**src/rtl/fifo_burst_reader.sv**
```systemverilog
// -----------------------------------------------------------------------------
// fifo_burst_reader
//
// Drain stage on the read side of a synchronous FIFO. Words are popped
// whenever the FIFO has data and there is room for them. A 2-entry skid buffer
// absorbs the FIFO's one-cycle read latency. The words are then presented as
// fixed-length bursts on a valid/ready stream, with an end-of-burst marker.
// Sustained throughput is one word per clock.
//
// Optional feature: define FIFO_BURST_READER_STATS_EN to add the CNT_W
// parameter and the burst_cnt port. burst_cnt counts completed bursts.
//
// Ports
//   clk         in   clock, rising edge
//   rst         in   asynchronous, active-low reset
//   fifo_empty  in   FIFO empty flag
//   fifo_rd_en  out  FIFO pop request; fifo_dout is valid on the next cycle
//   fifo_dout   in   FIFO read data
//   m_valid     out  stream beat valid
//   m_ready     in   sink ready; a beat transfers on m_valid && m_ready
//   m_data      out  stream data (head of the skid buffer)
//   m_last      out  high on the final beat (BURST_LEN-1) of each burst
//   burst_cnt   out  completed-burst count (FIFO_BURST_READER_STATS_EN only)
// -----------------------------------------------------------------------------
module fifo_burst_reader #(
    parameter int DATA_W    = 8,
    parameter int BURST_LEN = 16
`ifdef FIFO_BURST_READER_STATS_EN
    ,
    parameter int CNT_W     = 16
`endif
) (
    input  logic              clk,
    input  logic              rst,
    input  logic              fifo_empty,
    output logic              fifo_rd_en,
    input  logic [DATA_W-1:0] fifo_dout,
    output logic              m_valid,
    input  logic              m_ready,
    output logic [DATA_W-1:0] m_data,
    output logic              m_last
`ifdef FIFO_BURST_READER_STATS_EN
    ,
    output logic [CNT_W-1:0]  burst_cnt
`endif
);

    localparam int              BEAT_W    = $clog2(BURST_LEN);
    localparam logic [BEAT_W-1:0] LAST_BEAT = BEAT_W'(BURST_LEN - 1);

    typedef enum logic [0:0] {
        IDLE   = 1'b0,
        ACTIVE = 1'b1
    } state_t;

    state_t              state;
    logic [1:0]          occ;          // skid buffer occupancy, 0..2
    logic                inflight_p1;  // a FIFO read issued last cycle lands now
    logic [DATA_W-1:0]   tail_p1;      // second skid entry; the head is m_data
    logic [BEAT_W-1:0]   beat_cnt;
    logic                pop;
    logic [2:0]          fill_nxt;

    assign pop = m_valid && m_ready;

    // Occupancy after this cycle's landing word and pop. A new read is issued
    // only if its word (which lands next cycle) still fits in the two entries.
    assign fill_nxt   = 3'(occ) + 3'(inflight_p1) - 3'(pop);
    assign fifo_rd_en = rst && !fifo_empty && (fill_nxt < 3'd2);

    // ---- stage p1: FIFO read data lands in the skid buffer ----
    always_ff @(posedge clk or negedge rst) begin
        if (!rst) begin
            inflight_p1 <= 1'b0;
            occ         <= 2'd0;
            m_valid     <= 1'b0;
            m_data      <= '0;
            tail_p1     <= '0;
        end else begin
            inflight_p1 <= fifo_rd_en;
            occ         <= fill_nxt[1:0];
            m_valid     <= (fill_nxt[1:0] != 2'd0);

            // Head update: it advances on a pop, or it fills when the buffer is empty.
            if (pop) begin
                if (occ == 2'd2)
                    m_data <= tail_p1;
                else if (inflight_p1)
                    m_data <= fifo_dout;
            end else if (occ == 2'd0 && inflight_p1) begin
                m_data <= fifo_dout;
            end

            // A landing word goes to the tail slot when the head stays occupied.
            if (inflight_p1 && ((occ == 2'd1 && !pop) || (occ == 2'd2 && pop)))
                tail_p1 <= fifo_dout;
        end
    end

    // Burst framing. m_last is registered and looks ahead to the next beat index.
    always_ff @(posedge clk or negedge rst) begin
        if (!rst) begin
            state     <= IDLE;
            beat_cnt  <= '0;
            m_last    <= 1'b0;
`ifdef FIFO_BURST_READER_STATS_EN
            burst_cnt <= '0;
`endif
        end else if (pop) begin
            if (beat_cnt == LAST_BEAT) begin
                beat_cnt <= '0;
                m_last   <= 1'b0;
            end else begin
                beat_cnt <= beat_cnt + 1'b1;
                m_last   <= ((beat_cnt + 1'b1) == LAST_BEAT);
            end

            case (state)
                IDLE:    state <= ACTIVE;
                ACTIVE:  if (m_last) state <= IDLE;
                default: state <= IDLE;
            endcase

`ifdef FIFO_BURST_READER_STATS_EN
            if (m_last)
                burst_cnt <= burst_cnt + 1'b1;
`endif
        end
    end

endmodule
```
**config.mk**
```make
export PLATFORM = sky130hd
export DESIGN_NAME = fifo_burst_reader
export DESIGN_NICKNAME = d
export VERILOG_FILES = /design/src/rtl/fifo_burst_reader.sv
export SDC_FILE = /design/constraint.sdc
export NUM_CORES = 1
export LEC_CHECK = 0
export ABC_AREA = 1
export BUFFER_PORTS_ARGS = -buffer_cell sky130_fd_sc_hd__buf_2
export CORE_MARGIN = 1
export CORE_UTILIZATION = 48
export DETAILED_ROUTE_END_ITERATION = 7
export PLACE_DENSITY = 0.73
export SYNTH_ARGS = -nofsm -noshare
export SYNTH_HDL_FRONTEND = slang
export SYNTH_SLANG_ARGS = --single-unit
```
**constraint.sdc**
```tcl
create_clock -name clk -period 2.17 [get_ports clk]
set_input_delay 0.434 -clock clk [delete_from_list [all_inputs] [get_ports clk]]
set_output_delay 0.434 -clock clk [all_outputs]
set_load 0.02 [all_outputs]
```
==> results_dict.tcl <==
set metrics [dict create \
    status "finished, violations left" \
    failed_checks "setup timing" \
    synth_cell_types 18 \
    grt_max_degree 26 \
    ys_seq_area_frac 0.498 \
    yosys.area.top_type_share 0.498 \
    post-route-period-util 1.15 \
    routedWlPerCell_um 11.4 \
    drive_gt1_frac 0.250 \
    final_core_util 0.610 \
    cts-htree-levels 1 \
    relSlewSlack 0.790 \
    critPathArrivalTime_ns 2.05 \
    holdCritPathClass "in -> async" \
    cts_tree "yes" \
    num_vias 1082 \
    worst_ir_drop_vdd_mv 0.818 \
    ys_ff_latch 25 \
    die_width_um 53.2 \
    synthesis.area_mm2 0.00126 \
    fmax_mhz 402 \
    setup_violations 1 \
    clk_pin_slew_ns 0.13 \
    postCtsHoldBufs 0 \
    numCtsBuffers 3 \
    finalNetCount 209 \
    syn_area_per_cell_um2 7.85 \
    die_h_um 53.2 \
    crit_fanout 3 \
    detail-route-antenna-nets 0 \
    powerDensity_mw_per_mm2 1390 \
    core_area_mm2 0.00248 \
    r2r_cells 8 \
    start_util 0.507 \
    antenna_found_initial 0 \
    io_pins 23 \
    seqCellArea_um2 627 \
    hpwl_mm 1.93 \
    via_per_inst 4.87 \
    cts_buffer_depth 2 \
    synthesis.nets 176 \
    hold_violations 0 \
    synth_area_leaders "dfrtp_1, nand2_1, nand3_1, inv_1, ha_1" \
    cap_violations 0 \
    cts-root-buf "clkbuf_4" \
    crit_type "reg -> out" \
    die_area_mm2 0.00283 \
    fillerInstances 232 \
    worst_slew_pin_slew_ns 0.315 \
    syn2layout_area_growth_pct 20.3 \
    slew_violations 0 \
    numPortBuffers 22 \
    rsz0062_at_grt "yes" \
    drt_first_pass_iters 6 \
    finalPower_mw 2.11 \
    synthesis.instances 160 \
    startpoint_type "flip-flop" \
    overflow 0 \
    min_period_ns 2.49 \
    worstSetupEndpointType "output port" \
    drt_wl_total_mm 2.54 \
    cts_sinks 25 \
    globalplace.congestion 0.798 \
    design_area_mm2 0.00151 \
    multi_input_area_um2 544 \
    grt_first_pass_wirelength_mm 4.15 \
    fin_ws_ns -0.318 \
    rows 18 \
    clk_latency_ns 0.31 \
    num_antenna_cells 0 \
    grt_pass1_vias 981 \
    drc 0 \
    cellLeakagePower_nw 0.880 \
    finClkSkew_ns 0.00442 \
    track_usage 0.206 \
    place_area_mm2 0.00147 \
    ys_warn_count 0 \
    drt_iter0_drc 19 \
    synth_top_area_cell "dfrtp_1" \
    dp_slack_ns -0.220 \
    cp.required_ns 1.74 \
]
-- cells in the mapped netlist (all sizes together) --
cell / count
nand4: 1
inv: 28
nand3: 20
fa: 1
nand2: 70
ha: 3
or2: 1
xnor2: 1
buf: 1
nor2: 3
nor3: 1
o21ai: 5
dfrtp: 25
-- per-layer routing --
metal / share of wire / wire length [um] / GRT usage
met1: 0.47 / 1190 / 0.261
met2: 0.49 / 1250 / 0.361
met3: 0.034 / 86 / 0.0259
met4: 0.0039 / 10 / 0.0658
met5: 0 / 0 / 0
-- worst max-delay path, cell delays in order (launching register included) --
cell	delay, ns
dfrtp_2	0.44
nand2_4	0.08
inv_4	0.03
nand2_2	0.05
nand2_1	0.05
ha_2	0.16
fa_1	0.46
inv_1	0.08
nand2_2	0.06
nor3_4	0.18
buf_6	0.14
-- timing repair --
| item | in CTS | in global routing |
|---|---|---|
| endpoints found under the hold margin | 0 | 0 |
| setup buffers | 1 | 0 |
| endpoints found under the setup margin | 1 | 1 |
| resized for setup | 2 | 0 |
| pin swaps | 2 | 0 |
-- state kept, by name, summed over array words and instances (netlist names) --
register / flops
m_data: 8
tail_p1: 8
beat_cnt: 4
occ: 2
inflight_p1: 1
m_last: 1
m_valid: 1
-- per-stage QoR --
stage / instances / setup TNS (ns) / hold slack [ns]
3_5_place_dp: 217 / -0.220 / 0.459
4_1_cts: 222 / -0.333 / 0.115
2_1_floorplan: 160 / -0.0519 / 0.138
6_report: 222 / -0.318 / 0.106
3_3_place_gp: 217 / -0.165 / 0.455
5_1_grt: 222 / -0.429 / 0.114
-- cells in the final DEF, fill, tap and decap left out --
cell type and n:
nand2_1 63, inv_1 25, dfrtp_1 24, buf_2 21
nand3_1 20, buf_4 7, o21ai_0 5, nand2_4 4
nand2_2 3, clkbuf_4 3, inv_2 2, ha_1 2
inv_4 1, xnor2_1 1, nor3_4 1, or2_2 1
nor2_2 1, nor2_4 1, nor2_1 1, nand4_1 1
fa_1 1, ha_2 1, clkbuf_1 1, dfrtp_2 1
buf_6 1
-- cell type report --
class | instances | area share
sequential | 25 | 0.415
multi-input combinational | 106 | 0.360
timing repair buffer | 29 | 0.112
inverter | 28 | 0.0712
tap | 30 | 0.0248
clock buffer | 4 | 0.0174
-- power by group --
| part | total (mW) | switching [mW] | internal, mW | leakage (nW) |
|---|---|---|---|---|
| Clock | 0.206 | 0.135 | 0.0718 | 0.0150 |
| Sequential | 0.833 | 0.152 | 0.681 | 0.315 |
| Combinational | 1.07 | 0.663 | 0.406 | 0.551 |
| Total | 2.11 | 0.949 | 1.16 | 0.880 |
-- logic make-up after synthesis --
| family | share of synthesized area |
|---|---|
| AND/OR/NAND/NOR | 0.342 |
| buffers and inverters | 0.0876 |
| flip-flops | 0.498 |
| AO/OA/AOI/OAI | 0.0199 |
| adder cells (fa/ha/maj) | 0.0458 |
| XOR/XNOR | 0.00697 |
-- worst paths after layout --
path | start | endpoint | slack [ns]
setup / recovery | m_valid$_DFF_PN0_ | fifo_rd_en | -0.32
hold / removal | rst | inflight_p1$_DFF_PN0_ | 0.11
setup reg to reg | m_valid$_DFF_PN0_ | m_valid$_DFF_PN0_ | 0.34
hold reg to reg | tail_p1[2]$_DFFE_PN0P_ | tail_p1[2]$_DFFE_PN0P_ | 0.49
max in group asynchronous | rst | m_valid$_DFF_PN0_ | 1.81
min in group clk | fifo_empty | inflight_p1$_DFF_PN0_ | 0.29
Note: power is estimated with default switching activity, not from simulation.
